==> src/rtl/fetch_pc_unit.sv <==
// fetch_pc_unit: fetch-stage program counter.
//   Sequences pc with stall holding, applies word-aligned redirects from decode, and
//   keeps a redirect that arrives while fetch is stalled until the stall clears.
// Ports:
//   i_clock              rising-edge clock
//   i_reset              synchronous active-high reset
//   i_stall              hazard-unit stall; pc holds while high
//   i_redirect_valid     decode presents a taken jump/branch target
//   i_redirect_address   target address from decode
//   o_pc                 registered fetch address
//   o_pc_plus_four       combinational o_pc + 4 (wraps modulo 2^32)
//   o_fetch_valid        IF/ID captures the instruction at o_pc this cycle
//   o_redirect_taken     one-cycle pulse: pc was loaded from a redirect on the last edge
//   o_misaligned         one-cycle pulse: the applied redirect had nonzero bits [1:0]
//   o_redirect_held      a redirect is pending inside the block
module fetch_pc_unit #(
   parameter logic [31:0] RESET_PC = 32'h0040_0000
) (
   input  logic        i_clock,
   input  logic        i_reset,
   input  logic        i_stall,
   input  logic        i_redirect_valid,
   input  logic [31:0] i_redirect_address,
   output logic [31:0] o_pc,
   output logic [31:0] o_pc_plus_four,
   output logic        o_fetch_valid,
   output logic        o_redirect_taken,
   output logic        o_misaligned,
   output logic        o_redirect_held
);

   typedef enum logic [1:0] {StBoot, StRun, StHold} state_e;

   state_e      r_state;
   state_e      w_state_next;
   logic [31:0] r_pc;
   logic [31:0] w_pc_next;
   logic [31:0] r_pending;
   logic [31:0] w_pending_next;
   logic        r_redirect_taken;
   logic        w_redirect_taken_next;
   logic        r_misaligned;
   logic        w_misaligned_next;
   logic [31:0] w_target;

   // On release from HOLD a live redirect is newer than the pending one, so it wins.
   assign w_target = (r_state == StHold && !i_redirect_valid) ? r_pending : i_redirect_address;

   always_comb begin
      w_state_next          = r_state;
      w_pc_next             = r_pc;
      w_pending_next        = r_pending;
      w_redirect_taken_next = 1'b0;
      w_misaligned_next     = 1'b0;
      case (r_state)
         StBoot: begin
            w_state_next = StRun;
         end
         StRun: begin
            if (!i_stall) begin
               if (i_redirect_valid) begin
                  w_pc_next             = {w_target[31:2], 2'b00};
                  w_redirect_taken_next = 1'b1;
                  w_misaligned_next     = |w_target[1:0];
               end else begin
                  w_pc_next = r_pc + 32'd4;
               end
            end else if (i_redirect_valid) begin
               w_pending_next = i_redirect_address;
               w_state_next   = StHold;
            end
         end
         StHold: begin
            if (i_stall) begin
               if (i_redirect_valid) begin
                  w_pending_next = i_redirect_address;
               end
            end else begin
               w_pc_next             = {w_target[31:2], 2'b00};
               w_redirect_taken_next = 1'b1;
               w_misaligned_next     = |w_target[1:0];
               w_pending_next        = 32'd0;
               w_state_next          = StRun;
            end
         end
         default: begin
            w_state_next = StBoot;
         end
      endcase
   end

   always_ff @(posedge i_clock) begin
      if (i_reset) begin
         r_state          <= StBoot;
         r_pc             <= RESET_PC;
         r_pending        <= 32'd0;
         r_redirect_taken <= 1'b0;
         r_misaligned     <= 1'b0;
      end else begin
         r_state          <= w_state_next;
         r_pc             <= w_pc_next;
         r_pending        <= w_pending_next;
         r_redirect_taken <= w_redirect_taken_next;
         r_misaligned     <= w_misaligned_next;
      end
   end

   assign o_pc             = r_pc;
   assign o_pc_plus_four   = r_pc + 32'd4;
   assign o_fetch_valid    = (r_state != StBoot) & ~i_stall & ~i_reset;
   assign o_redirect_taken = r_redirect_taken;
   assign o_misaligned     = r_misaligned;
   assign o_redirect_held  = (r_state == StHold);

endmodule

==> config.mk <==
export PLATFORM = sky130hd
export DESIGN_NAME = fetch_pc_unit
export DESIGN_NICKNAME = d
export VERILOG_FILES = /design/src/rtl/fetch_pc_unit.sv
export SDC_FILE = /design/constraint.sdc
export NUM_CORES = 1
export LEC_CHECK = 0
export CAP_MARGIN = 25
export CORE_ASPECT_RATIO = 1.75
export CORE_UTILIZATION = 44
export DETAILED_ROUTE_END_ITERATION = 6
export GPL_TIMING_DRIVEN = 0
export HOLD_SLACK_MARGIN = 0.03
export PLACE_DENSITY = 0.77
export REMOVE_ABC_BUFFERS = 1
export SYNTH_ARGS = -nofsm -noshare
export SYNTH_HDL_FRONTEND = slang
export SYNTH_SLANG_ARGS = --single-unit
==> constraint.sdc <==
create_clock -name i_clock -period 1.8 [get_ports i_clock]
set_input_delay 0.27 -clock i_clock [delete_from_list [all_inputs] [get_ports i_clock]]
set_output_delay 0.27 -clock i_clock [all_outputs]
set_load 0.02 [all_outputs]
==> impl_metrics.csv <==
group,metric,value,unit
status,status,"complete, but fails checks",
status,violations,"negative setup slack",
sta,skew,0.00710,ns
grt,grt_pass1_vias,4596,
grt,overflow,0,
cts,clock_latency,0.34,ns
die,start_util,0.450,
worst_setup_path,cpPeakStageDelay,0.39,ns
worst_setup_path,criticalPathCategory,"reg -> out",
grt,grt_pass1_wl,23200,µm
grt,grt_max_degree,41,
final_layout,final_cell_mix,"buf_4, clkdlybuf4s50_1, nor2_1",
sta,finalSetupTns,-9.03,ns
worst_setup_path,worstSetupEndpointType,"output port",
placement,post-dp-hpwl,8070,µm
worst_setup_path,cp_max_fo,5,
grt,grt_usage,0.331,
logic_synthesis,synth_warnings,0,
die,core_area,8610,µm²
logic_synthesis,async_reset_ff_frac,0,
logic_synthesis,yosysTopAreaCellShare,0.341,
final_layout,area_growth,69.8,%
logic_synthesis,ys_ff_latch,66,
flow_run,maxCapViolations,0,
placement,pre_cts_ws,-1.31,ns
final_layout,instances_no_fill,751,
final_layout,num_antenna_cells,0,
die,chipWidth,72.9,µm
final_layout,n_fill_cell,521,
worst_setup_path,worstPathCellList,"nand4_4 -> nor4_4 -> buf_6 -> nand4_1 -> xnor2_1 -> buf_2",
pwr,ir_drop,0.000528,V
final_layout,regArea,1390,µm²
sta,finalSetupViolations,40,
sta,post-route-min-period,2.32,ns
final_layout,multi_input_area,2740,µm²
sta,hold_viol_final,0,
placement,dpl.cell_count,629,
grt,grt_antenna_before_repair,0,
final_layout,fin_nets,670,
logic_synthesis,syn_area,3870,µm²
cts,htreeDepth,3,
cts,root_buffer,"clkbuf_16",
pwr,p_leak,2.82,nW
logic_synthesis,synth.distinct_cells,61,
final_layout,drive_gt1_frac,0.415,
detailed_routing,via_per_inst,6.51,
detailed_routing,wl,16500,µm
hold_path,hold_class,"in -> reg",
worst_setup_path,cp-start-kind,"register",
logic_synthesis,synth_area_leaders,"dfxtp_1, a32oi_1, nor2_1, xnor2_1, a22oi_1",
worst_setup_path,critPathSlowestCell,"nor4_4",
sta,period_share,1.29,
sta,tightest_slew,0.589,ns
detailed_routing,firstDrtPassIters,5,
sta,fin_ws,-0.518,ns
die,die_area,9200,µm²
logic_synthesis,synth_ff_type,"dfxtp_1",
pwr,power_density,725,nW/µm²
cts,cts_made_buffers,9,
cts,cts_buffer_depth,2,
cts,clkSlewWorstSetupHoldPaths,0.06,ns
detailed_routing,vias,4888,
placement,portBuffers,99,
cts,clock_sinks,66,
cts,cts_tree,"yes",
sta,max_freq,431,MHz
worst_setup_path,cp.required,1.53,ns
sta,slew_violations,0,
die,row_count,45,
detailed_routing,antenna_left,0,
sta,rsz0062_at_grt,"true",
logic_synthesis,syn_inst,451,
die,fp.dieH,126,µm
logic_synthesis,yosys.area.top_type,"dfxtp_1",
final_layout,final_common_cell,"buf_4",
sta,max_slew_margin,0.607,
die,io_pins,104,
worst_setup_path,arrival,2.05,ns
detailed_routing,wl_per_cell,22.0,µm
detailed_routing,drc,0,
placement,gp_congestion,0.816,
logic_synthesis,synth_edf_count,0,
logic_synthesis,seq_area_frac_synth,0.341,
final_layout,final_area,6580,µm²
logic_synthesis,avgSynthCellArea,8.59,µm²
detailed_routing,drtIter0Drc,562,
placement,placed_cell_area,4860,µm²
==> worst max-delay path: cells and delay by family (launching register included) <==
family	cells	cell delay [ns]
DFF	1	0.38
buffers and inverters	2	0.36
xor gates and xnor gates	1	0.20
and+or+nand+nor	3	0.76
==> cell type report <==
class / count / share of cell area
well taps: 117 / 0.0223
clock inverters: 2 / 0.00152
multi-input cells: 334 / 0.416
flip-flops and latches: 66 / 0.211
repair buffers: 210 / 0.301
inverters: 9 / 0.00514
clock buffers: 13 / 0.0426
==> cell usage after synthesis (all sizes together), types with 2 or more instances <==
| library cell | instances |
|---|---|
| o21ai | 22 |
| o31ai | 7 |
| a31oi | 4 |
| and4 | 5 |
| and2 | 5 |
| nor3 | 7 |
| a222oi | 3 |
| clkbuf | 34 |
| xor2 | 8 |
| a2bb2oi | 4 |
| xnor2 | 20 |
| a32oi | 31 |
| nand4 | 9 |
| nor2 | 62 |
| buf | 14 |
| or2 | 2 |
| o211ai | 2 |
| nand3 | 12 |
| a22oi | 18 |
| nor2b | 2 |
| a22o | 6 |
| a221o | 4 |
| nor4 | 4 |
| o311a | 2 |
| dfxtp | 66 |
| inv | 9 |
| a32o | 6 |
| ha | 4 |
| a21o | 6 |
| and3 | 3 |
| o31a | 2 |
| a21oi | 26 |
| o32ai | 3 |
| nand2 | 22 |
| nand4b | 3 |
==> report_power, final <==
group | switching (mW) | total [mW] | internal, mW | leakage (nW)
Clock | 0.661 | 1.73 | 1.07 | 0.147
Sequential | 0.128 | 1.69 | 1.56 | 0.551
Combinational | 0.718 | 1.35 | 0.633 | 2.12
Total | 1.51 | 4.77 | 3.26 | 2.82
==> final timing paths <==
kind	start	to	slack, ns	depth (start not counted)
setup / recovery	o_pc[13]	o_pc_plus_four[30]	-0.52	6
hold / removal	i_reset	r_pending[10]	0.35	2
setup reg to reg	o_pc[13]	o_pc[25]	-0.16	9
hold reg to reg	r_pending[23]	r_pending[23]	0.49	2
==> cell families (layout without fill, tap and decap cells) <==
| group | count (synthesis) | after routing | share of synthesized area |
|---|---|---|---|
| simple gates | 141 | 145 | 0.198 |
| flops | 66 | 66 | 0.341 |
| fa+ha+maj | 4 | 4 | 0.0129 |
| other cells | 1 | 4 | 0.000968 |
| buf+inv | 58 | 234 | 0.0901 |
| mux | 1 | 1 | 0.00258 |
| compound gates | 152 | 152 | 0.291 |
| xor+xnor | 28 | 28 | 0.0633 |
==> sequential cells by signal, indices dropped and copies added (netlist names) <==
| signal | flops |
|---|---|
| o_redirect_taken | 1 |
| o_misaligned | 1 |
| r_pending | 32 |
| r_state | 2 |
| o_pc | 30 |
==> timing repair <==
action / in CTS / in global routing
setup buffers: 69 / 42
endpoints found under the setup margin: 97 / 77
gates cloned: 3 / 1
hold buffers: 0 / 0
pin swaps: 33 / 43
resized for setup: 262 / 75
==> per-stage QoR <==
stage	total power, mW	utilization	hold slack [ns]
2_1_floorplan	2.18	-	0.339
3_3_place_gp	2.60	0.547	0.466
3_5_place_dp	2.71	0.565	0.472
4_1_cts	4.57	0.701	0.337
5_1_grt	4.90	0.764	0.369
6_report	4.77	0.764	0.349
==> routing by layer <==
layer	part of all wire	global-route usage	vias up
met3	0.073	0.0632	113
met2	0.52	0.566	365
met1	0.34	0.359	2336
met4	0.064	0.225	0
met5	0	0	-
li1	-	-	2074
Power figures use the tool's default switching activity.
